===== config.mk =====
export PLATFORM = sky130hd
export DESIGN_NAME = pipeline_stall_controller
export DESIGN_NICKNAME = d
export VERILOG_FILES = /design/src/rtl/pipeline_stall_controller_pkg.sv /design/src/rtl/pipeline_stall_controller_stall_down_counter.sv /design/src/rtl/pipeline_stall_controller.sv
export SDC_FILE = /design/constraint.sdc
export NUM_CORES = 1
export LEC_CHECK = 0
export CAP_MARGIN = 20
export CORE_UTILIZATION = 45
export CTS_CLUSTER_DIAMETER = 120
export CTS_CLUSTER_SIZE = 12
export DETAILED_ROUTE_END_ITERATION = 6
export PLACE_DENSITY = 0.74
export REMOVE_ABC_BUFFERS = 1
export SLEW_MARGIN = 30
export SYNTH_ARGS = -nofsm -noshare
export SYNTH_HDL_FRONTEND = slang
export SYNTH_HIERARCHICAL = 1
export SYNTH_SLANG_ARGS = --single-unit

===== constraint.sdc =====
create_clock -name i_clock -period 2.1 [get_ports i_clock]
set_clock_uncertainty 0.2 [all_clocks]
set_input_delay 0.315 -clock i_clock [delete_from_list [all_inputs] [get_ports i_clock]]
set_output_delay 0.315 -clock i_clock [all_outputs]
set_load 0.02 [all_outputs]

===== src/rtl/pipeline_stall_controller_pkg.sv =====
`default_nettype none
// ============================================================================
// Module      : pipeline_stall_controller_pkg
// Description : State encodings and default countdown lengths shared by the
//               pipeline stall controller and its down-counter.
// Revision    : 1.0 - initial release
// ============================================================================
package pipeline_stall_controller_pkg;

    localparam int          c_NB_STATE = 3;

    localparam logic [2:0]  c_ST_IDLE   = 3'd0;
    localparam logic [2:0]  c_ST_RUN    = 3'd1;
    localparam logic [2:0]  c_ST_STALL  = 3'd2;
    localparam logic [2:0]  c_ST_DRAIN  = 3'd3;
    localparam logic [2:0]  c_ST_HALTED = 3'd4;

    typedef enum logic [c_NB_STATE-1:0] {
        ST_IDLE   = c_ST_IDLE,
        ST_RUN    = c_ST_RUN,
        ST_STALL  = c_ST_STALL,
        ST_DRAIN  = c_ST_DRAIN,
        ST_HALTED = c_ST_HALTED
    } state_t;

    // Branch on a load result waits until the load leaves MEM.
    localparam int c_DEFAULT_BRANCH_STALL_CYCLES = 2;
    // HALT in ID waits until the instruction ahead of it retires in WB.
    localparam int c_DEFAULT_DRAIN_CYCLES        = 3;

endpackage : pipeline_stall_controller_pkg
`default_nettype wire


===== src/rtl/pipeline_stall_controller_stall_down_counter.sv =====
`default_nettype none
// ============================================================================
// Module      : pipeline_stall_controller_stall_down_counter
// Description : Loadable down-counter with a "reads one" flag, used to time
//               both the multi-cycle branch stall and the HALT drain.
// Revision    : 1.0 - initial release
// ============================================================================
module pipeline_stall_controller_stall_down_counter #(
    parameter int NB_STALL = 2
) (
    input  logic                i_clock,
    input  logic                i_reset,
    input  logic                i_load,
    input  logic [NB_STALL-1:0] i_load_value,
    input  logic                i_dec,
    output logic                o_is_one
);

    logic [NB_STALL-1:0] count_q;
    logic [NB_STALL-1:0] count_d;

    // Load has priority over decrement; otherwise hold.
    always_comb begin
        count_d = count_q;
        if (i_load) begin
            count_d = i_load_value;
        end else if (i_dec) begin
            count_d = count_q - NB_STALL'(1);
        end
    end

    // Count register with synchronous active-low reset.
    always_ff @(posedge i_clock) begin
        if (!i_reset) begin
            count_q <= '0;
        end else begin
            count_q <= count_d;
        end
    end

    assign o_is_one = (count_q == NB_STALL'(1));

endmodule : pipeline_stall_controller_stall_down_counter
`default_nettype wire


===== src/rtl/pipeline_stall_controller.sv =====
`default_nettype none
// ============================================================================
// Module      : pipeline_stall_controller
// Description : Drives PC / IF-ID write enables, IF-ID flush and ID-EX bubble
//               of the 5-stage pipeline from hazard, branch and HALT inputs,
//               gated by the debug-unit advance enable. Keeps cycle and stall
//               counters for debug readout.
// Revision    : 1.0 - initial release
// ============================================================================
module pipeline_stall_controller
    import pipeline_stall_controller_pkg::*;
#(
    parameter int NB_COUNT            = 32,
    parameter int NB_STALL            = 2,
    parameter int BRANCH_STALL_CYCLES = c_DEFAULT_BRANCH_STALL_CYCLES,
    parameter int DRAIN_CYCLES        = c_DEFAULT_DRAIN_CYCLES
) (
    input  logic                i_clock,
    input  logic                i_reset,
    input  logic                i_valid,
    input  logic                i_start,
    input  logic                i_load_use,
    input  logic                i_branch_load,
    input  logic                i_branch_taken,
    input  logic                i_halt,
    output logic                o_pc_we,
    output logic                o_if_id_we,
    output logic                o_if_id_flush,
    output logic                o_id_ex_bubble,
    output logic                o_halted,
    output logic [NB_COUNT-1:0] o_cycle_count,
    output logic [NB_COUNT-1:0] o_stall_count
);

    // Countdown load values: number of extra cycles after the triggering one.
    localparam logic [NB_STALL-1:0] c_BRANCH_LOAD = NB_STALL'(BRANCH_STALL_CYCLES - 1);
    localparam logic [NB_STALL-1:0] c_DRAIN_LOAD  = NB_STALL'(DRAIN_CYCLES - 1);

    state_t              state_q;
    state_t              state_d;
    logic [NB_COUNT-1:0] cycle_count_q;
    logic [NB_COUNT-1:0] cycle_count_d;
    logic [NB_COUNT-1:0] stall_count_q;
    logic [NB_COUNT-1:0] stall_count_d;

    logic                w_cnt_load;
    logic [NB_STALL-1:0] w_cnt_value;
    logic                w_cnt_dec;
    logic                w_cnt_is_one;
    logic                w_clear;

    pipeline_stall_controller_stall_down_counter #(
        .NB_STALL (NB_STALL)
    ) u_down_counter (
        .i_clock      (i_clock),
        .i_reset      (i_reset),
        .i_load       (w_cnt_load),
        .i_load_value (w_cnt_value),
        .i_dec        (w_cnt_dec),
        .o_is_one     (w_cnt_is_one)
    );

    // Next state and same-cycle pipeline controls; nothing moves without i_valid.
    always_comb begin
        state_d        = state_q;
        o_pc_we        = 1'b0;
        o_if_id_we     = 1'b0;
        o_if_id_flush  = 1'b0;
        o_id_ex_bubble = 1'b0;
        w_cnt_load     = 1'b0;
        w_cnt_value    = '0;
        w_cnt_dec      = 1'b0;
        w_clear        = 1'b0;
        if (i_valid) begin
            case (state_q)
                ST_IDLE, ST_HALTED: begin
                    if (i_start) begin
                        state_d = ST_RUN;
                        w_clear = 1'b1;
                    end
                end
                ST_RUN: begin
                    if (i_halt) begin
                        // HALT itself travels on as a NOP, so no bubble here.
                        w_cnt_load  = 1'b1;
                        w_cnt_value = c_DRAIN_LOAD;
                        state_d     = (c_DRAIN_LOAD != '0) ? ST_DRAIN : ST_HALTED;
                    end else if (i_branch_load) begin
                        // A stall hides any same-cycle taken branch; it is
                        // re-evaluated once its operands are ready.
                        o_id_ex_bubble = 1'b1;
                        w_cnt_load     = 1'b1;
                        w_cnt_value    = c_BRANCH_LOAD;
                        state_d        = (c_BRANCH_LOAD != '0) ? ST_STALL : ST_RUN;
                    end else if (i_load_use) begin
                        o_id_ex_bubble = 1'b1;
                    end else begin
                        o_pc_we       = 1'b1;
                        o_if_id_we    = 1'b1;
                        o_if_id_flush = i_branch_taken;
                    end
                end
                ST_STALL: begin
                    o_id_ex_bubble = 1'b1;
                    w_cnt_dec      = 1'b1;
                    if (w_cnt_is_one) begin
                        state_d = ST_RUN;
                    end
                end
                ST_DRAIN: begin
                    o_id_ex_bubble = 1'b1;
                    w_cnt_dec      = 1'b1;
                    if (w_cnt_is_one) begin
                        state_d = ST_HALTED;
                    end
                end
                default: begin
                    state_d = ST_IDLE;
                end
            endcase
        end
    end

    // Performance counters: clear on start, otherwise count advanced cycles.
    always_comb begin
        cycle_count_d = cycle_count_q;
        stall_count_d = stall_count_q;
        if (w_clear) begin
            cycle_count_d = '0;
            stall_count_d = '0;
        end else if (i_valid) begin
            if (state_q == ST_RUN || state_q == ST_STALL || state_q == ST_DRAIN) begin
                cycle_count_d = cycle_count_q + NB_COUNT'(1);
            end
            if (!o_pc_we && (state_q == ST_RUN || state_q == ST_STALL)) begin
                stall_count_d = stall_count_q + NB_COUNT'(1);
            end
        end
    end

    // State and counter registers with synchronous active-low reset.
    always_ff @(posedge i_clock) begin
        if (!i_reset) begin
            state_q       <= ST_IDLE;
            cycle_count_q <= '0;
            stall_count_q <= '0;
        end else begin
            state_q       <= state_d;
            cycle_count_q <= cycle_count_d;
            stall_count_q <= stall_count_d;
        end
    end

    assign o_halted      = (state_q == ST_HALTED);
    assign o_cycle_count = cycle_count_q;
    assign o_stall_count = stall_count_q;

endmodule : pipeline_stall_controller
`default_nettype wire


# Word-level counts from Yosys, hierarchy flattened
# Index checks and enable logic that the tools add are counted.
# word_totals
register_bits	69
input_bits	8
output_inout_bits	69
elab_cells	65
# op_classes
n_addsub	3
n_eq_ne	9
n_mux	36
bitwise	1
n_reduce_logical	12
# op_table
cell	count
adder 32 x 1 -> 32 bit (second input constant)	2
2-to-1 mux 1 bit	24
2-to-1 mux 3 bit	5
case mux 3 bit (4 select lines)	1
2-to-1 mux 2 bit	5
== test 3 x 2 -> 1 bit (second input constant)	2
OR reduction 2 bit	3
AND reduction 5 bit	1
inequality test 2 x 1 -> 1 bit (second input constant)	2
AND reduction 2 bit	2
== test 3 x 1 -> 1 bit (second input constant)	1
== test 3 bit (second input constant)	1
zero test 3 bit	1
inequality test 3 bit (second input constant)	1
== test 2 x 1 -> 1 bit (second input constant)	1
logical OR 1 bit	2
inequality test 2 bit (second input constant)	1
case mux 1 bit (2 select lines)	1
nonzero test 2 bit	1
subtractor 2 x 1 -> 2 bit (second input constant)	1
logical AND 1 bit	1
zero test 1 bit	1
NOT 1 bit	1

# Logic depth before layout (Yosys ltp)
# logic_depth
word_depth	8
ltp_mapped	7
depth_no_buf	6

# Modules after synthesis
# Netlist, hierarchy kept.
# by_module_without_submodules
module	n_inst	cells_per_inst	area_each_um2	seq_area_each_um2
pipeline_stall_controller	1	438	3678.5	1341.3
pipeline_stall_controller_stall_down_counter	1	10	108.9	40.0

# Worst setup path before layout
# OpenSTA, ideal clock, no wires.
# synth_path
path_kind	register to register
startpoint	register stall_count_q[7] (netlist: o_stall_count[7])
endpoint	register stall_count_q[31] (netlist: o_stall_count[31])
setup_ns	0.072
arrival_ns	1.904
required_time_ns	1.828
slack_ns	-0.075
path_stages_with_launch	7
period_less_slack_ns	2.175
path_cell_list	dfxtp_1 > nand4_2 > or4_1 > buf_2 > buf_6 > nor4_4 > mux2i_1
# synth_via
elab_chain_cells	1
# synth_lines
element	line	source
start: declaration	pipeline_stall_controller.sv:43	logic [NB_COUNT-1:0] stall_count_q;
start signal: assignment	pipeline_stall_controller.sv:150	stall_count_q <= stall_count_d;
adder 32 x 1 -> 32 bit	pipeline_stall_controller.sv:136	stall_count_d = stall_count_q + NB_COUNT'(1);
# No other way between the ends.
# A chain may end at the register's enable or synchronous reset.

# Worst setup path in the final report
# layout_path
startpoint	register stall_count_q[10] (netlist: o_stall_count[10])
endpoint	register stall_count_q[16] (netlist: o_stall_count[16])
# Same word-level chain as after synthesis.

==> impl_metrics.yaml <==
route:
  vias: 3867
  first_pass_iters: 5
  drtIter0Drc: 160
  wl_mm: 9.97
  detail-route-antenna-nets: 0
  drc: 0
  wl_per_cell_um: 14.7
  drt-vias-per-instance: 5.72
sta:
  period_minus_slack_ns: 2.06
  fin_crit_sh: 0.981
  setup_slack_ns: 0.0397
  fin_setup_tns_ns: 0
  slew_headroom: 0.725
  hold_viol: 0
  fmax_mhz: 485
  setup_violations: 0
  rsz0062_at_grt: "yes"
  tightestPinTransition_ns: 0.412
  maxSlewViolCount: 0
  holdWs_ns: 0.277
yosys:
  ys_async_sr_fraction: 0
  synth.distinct_cells: 46
  synthAdderAreaFrac: 0.00991
  synthCells: 448
  synth_xor_area_frac: 0.0162
  yosysWarnings: 6
  synth_top_area_frac: 0.365
  synth_area_leader_cell: "dfxtp_1"
  synth-edff-count: 0
  synth-seq-area-share: 0.365
  ys_top_cells_by_area: "dfxtp_1, mux2i_1, or3_1, o31ai_1, or4_1"
  syn-cell-area_mm2: 0.00379
  yosys.area_share.simple: 0.353
  synthMuxAreaShare: 0.0770
  syn_avg_cell_area_um2: 8.45
  synth-main-ff-cell: "dfxtp_1"
  synth-compound-area-share: 0.124
  ys_seq_elements: 69
  synth_top_family_by_area: "simple AND/OR/NAND/NOR gates"
min_path:
  worst_hold_startpoint: "o_stall_count[31]"
  holdPathStages: 2
  holdPathEnd: "o_stall_count[31]"
  hold_path.class: "flop to flop"
placement:
  post-place-ws_ns: -0.502
  numPortBuffers: 76
  placed_cell_area_mm2: 0.00506
  gp_congestion: 0.819
  dp_hpwl_mm: 6.71
setup_path:
  reg2reg_from: "o_stall_count[10]"
  critPathRequiredTime_ns: 2.17
  critPathCaptureType: "flop"
  startpoint: "o_stall_count[10]"
  reg2reg_to: "o_stall_count[16]"
  start_kind: "flop"
  rrSetupSlack_ns: 0.04
  cp_max_fo: 17
  worst_ep_arrival_time_ns: 2.13
  worstRegToRegCells: 5
  worstSetupPathType: "flop to flop"
finish:
  n_antenna_cell: 0
  fin_area_mm2: 0.00541
  regArea_mm2: 0.00139
  syn2layout_area_growth_pct: 42.9
  num-nets-final: 578
  mostFrequentLayoutCells: "clkdlybuf4s50_1, dfxtp_1, buf_4"
  fin_util: 0.662
  multi_input_area_mm2: 0.00231
  layout_commonest_cell: "clkdlybuf4s50_1"
  drive_gt1_frac: 0.207
  fillers: 690
global_routing:
  grt_antenna_before_repair: 0
  grt_usage: 0.224
  grt_pass1_wl_mm: 15.8
  grt_overflow: 0
  grt_start_max_net_pins: 32
  grt_pass1_vias: 3485
clock_tree:
  clk_path_buf_depth: 2
  htreeDepth: 3
  tritoncts.num_buffers: 9
  cts_tree: "done"
  clkLatencyLatePin_ns: 0.34
  clk_pin_slew_ns: 0.07
  cts_sinks: 69
  cts-root-buf: "clkbuf_8"
floorplan:
  die_w_um: 93.7
  initial_utilization: 0.463
  rows: 33
  dieArea_mm2: 0.00879
  io_pins: 77
  core_mm2: 0.00818
  fp.dieH_um: 93.7
power_and_ir_drop:
  p_leak_nw: 1.79
  vdd_ir_drop_max_v: 0.000314
  p_per_area_mw_per_mm2: 503
run:
  maxCapViolCount: 0
status:
  outcome: "complete, no violations"
==> registers in the layout, indices dropped and copies added, names as in the netlist <==
register,cells
o_stall_count,32
u_down_counter/count_q,2
state_q,3
o_cycle_count,32
==> worst max-delay path, cell delays in order, from the launching register on <==
cell,delay (ns)
dfxtp_1,0.36
nand4_2,0.12
or4_4,0.57
buf_12,0.18
or4_1,0.41
a21oi_1,0.16
==> layout make-up <==
| class | count | share of cell area |
|---|---|---|
| flip-flops and latches | 69 | 0.256 |
| clock inverters | 1 | 0.00555 |
| repair buffers | 143 | 0.248 |
| multi-input cells | 329 | 0.426 |
| clock buffers | 14 | 0.0300 |
| well taps | 105 | 0.0243 |
| inverters | 15 | 0.0104 |
==> kinds of logic after synthesis <==
group / Yosys count
fa+ha+maj: 3
simple gates: 215
flops: 69
buf+inv: 50
mux: 29
xor+xnor: 7
compound gates: 75
==> power breakdown <==
part           total [mW]  internal (mW)  switching (mW)  leakage [nW]
clock network        1.09          0.610           0.480        0.0968
registers            1.33           1.32          0.0120         0.558
logic               0.297          0.145           0.152          1.14
==> per-stage QoR <==
step	total power, mW	cells
floorplan	1.51	413
global placement	1.63	657
detailed placement	1.64	657
CTS	2.71	672
global route	2.81	676
finish	2.72	676
==> Yosys cell counts (8+ instances only) <==
| cell type | instances |
|---|---|
| o21ai_0 | 9 |
| a21oi_1 | 32 |
| or4_1 | 22 |
| o31ai_1 | 22 |
| mux2i_1 | 28 |
| buf_2 | 10 |
| nand2_1 | 42 |
| nand3_1 | 19 |
| nor2_1 | 13 |
| and2_1 | 10 |
| inv_1 | 15 |
| or3_1 | 33 |
| clkbuf_1 | 19 |
| and4_1 | 8 |
| nor4_1 | 16 |
| dfxtp_1 | 69 |
| nand4_1 | 17 |
==> how the worst max path moves through the flow <==
stage	end	slack, ns
floorplan	o_stall_count[11]	-0.40
global placement	o_if_id_we	-0.47
detailed placement	o_pc_we	-0.50
CTS	o_halted	0.008
global route	o_stall_count[16]	-0.03
finish	o_stall_count[16]	0.04
==> what timing repair did <==
action,CTS,global route
hold buffers,0,0
gates cloned,0,1
endpoints found under the setup margin,13,21
pin swaps,0,3
buffers inserted,0,3
gates resized for setup,21,25
==> per-layer routing <==
layer,wire (um),vias up,part of all wire,track usage
li1,-,1910,-,-
met4,159,0,0.016,0.0987
met1,4510,1852,0.45,0.289
met5,0,-,0,0
met2,4890,90,0.49,0.374
met3,408,15,0.041,0.0251
(Power assumes the default switching activity.)
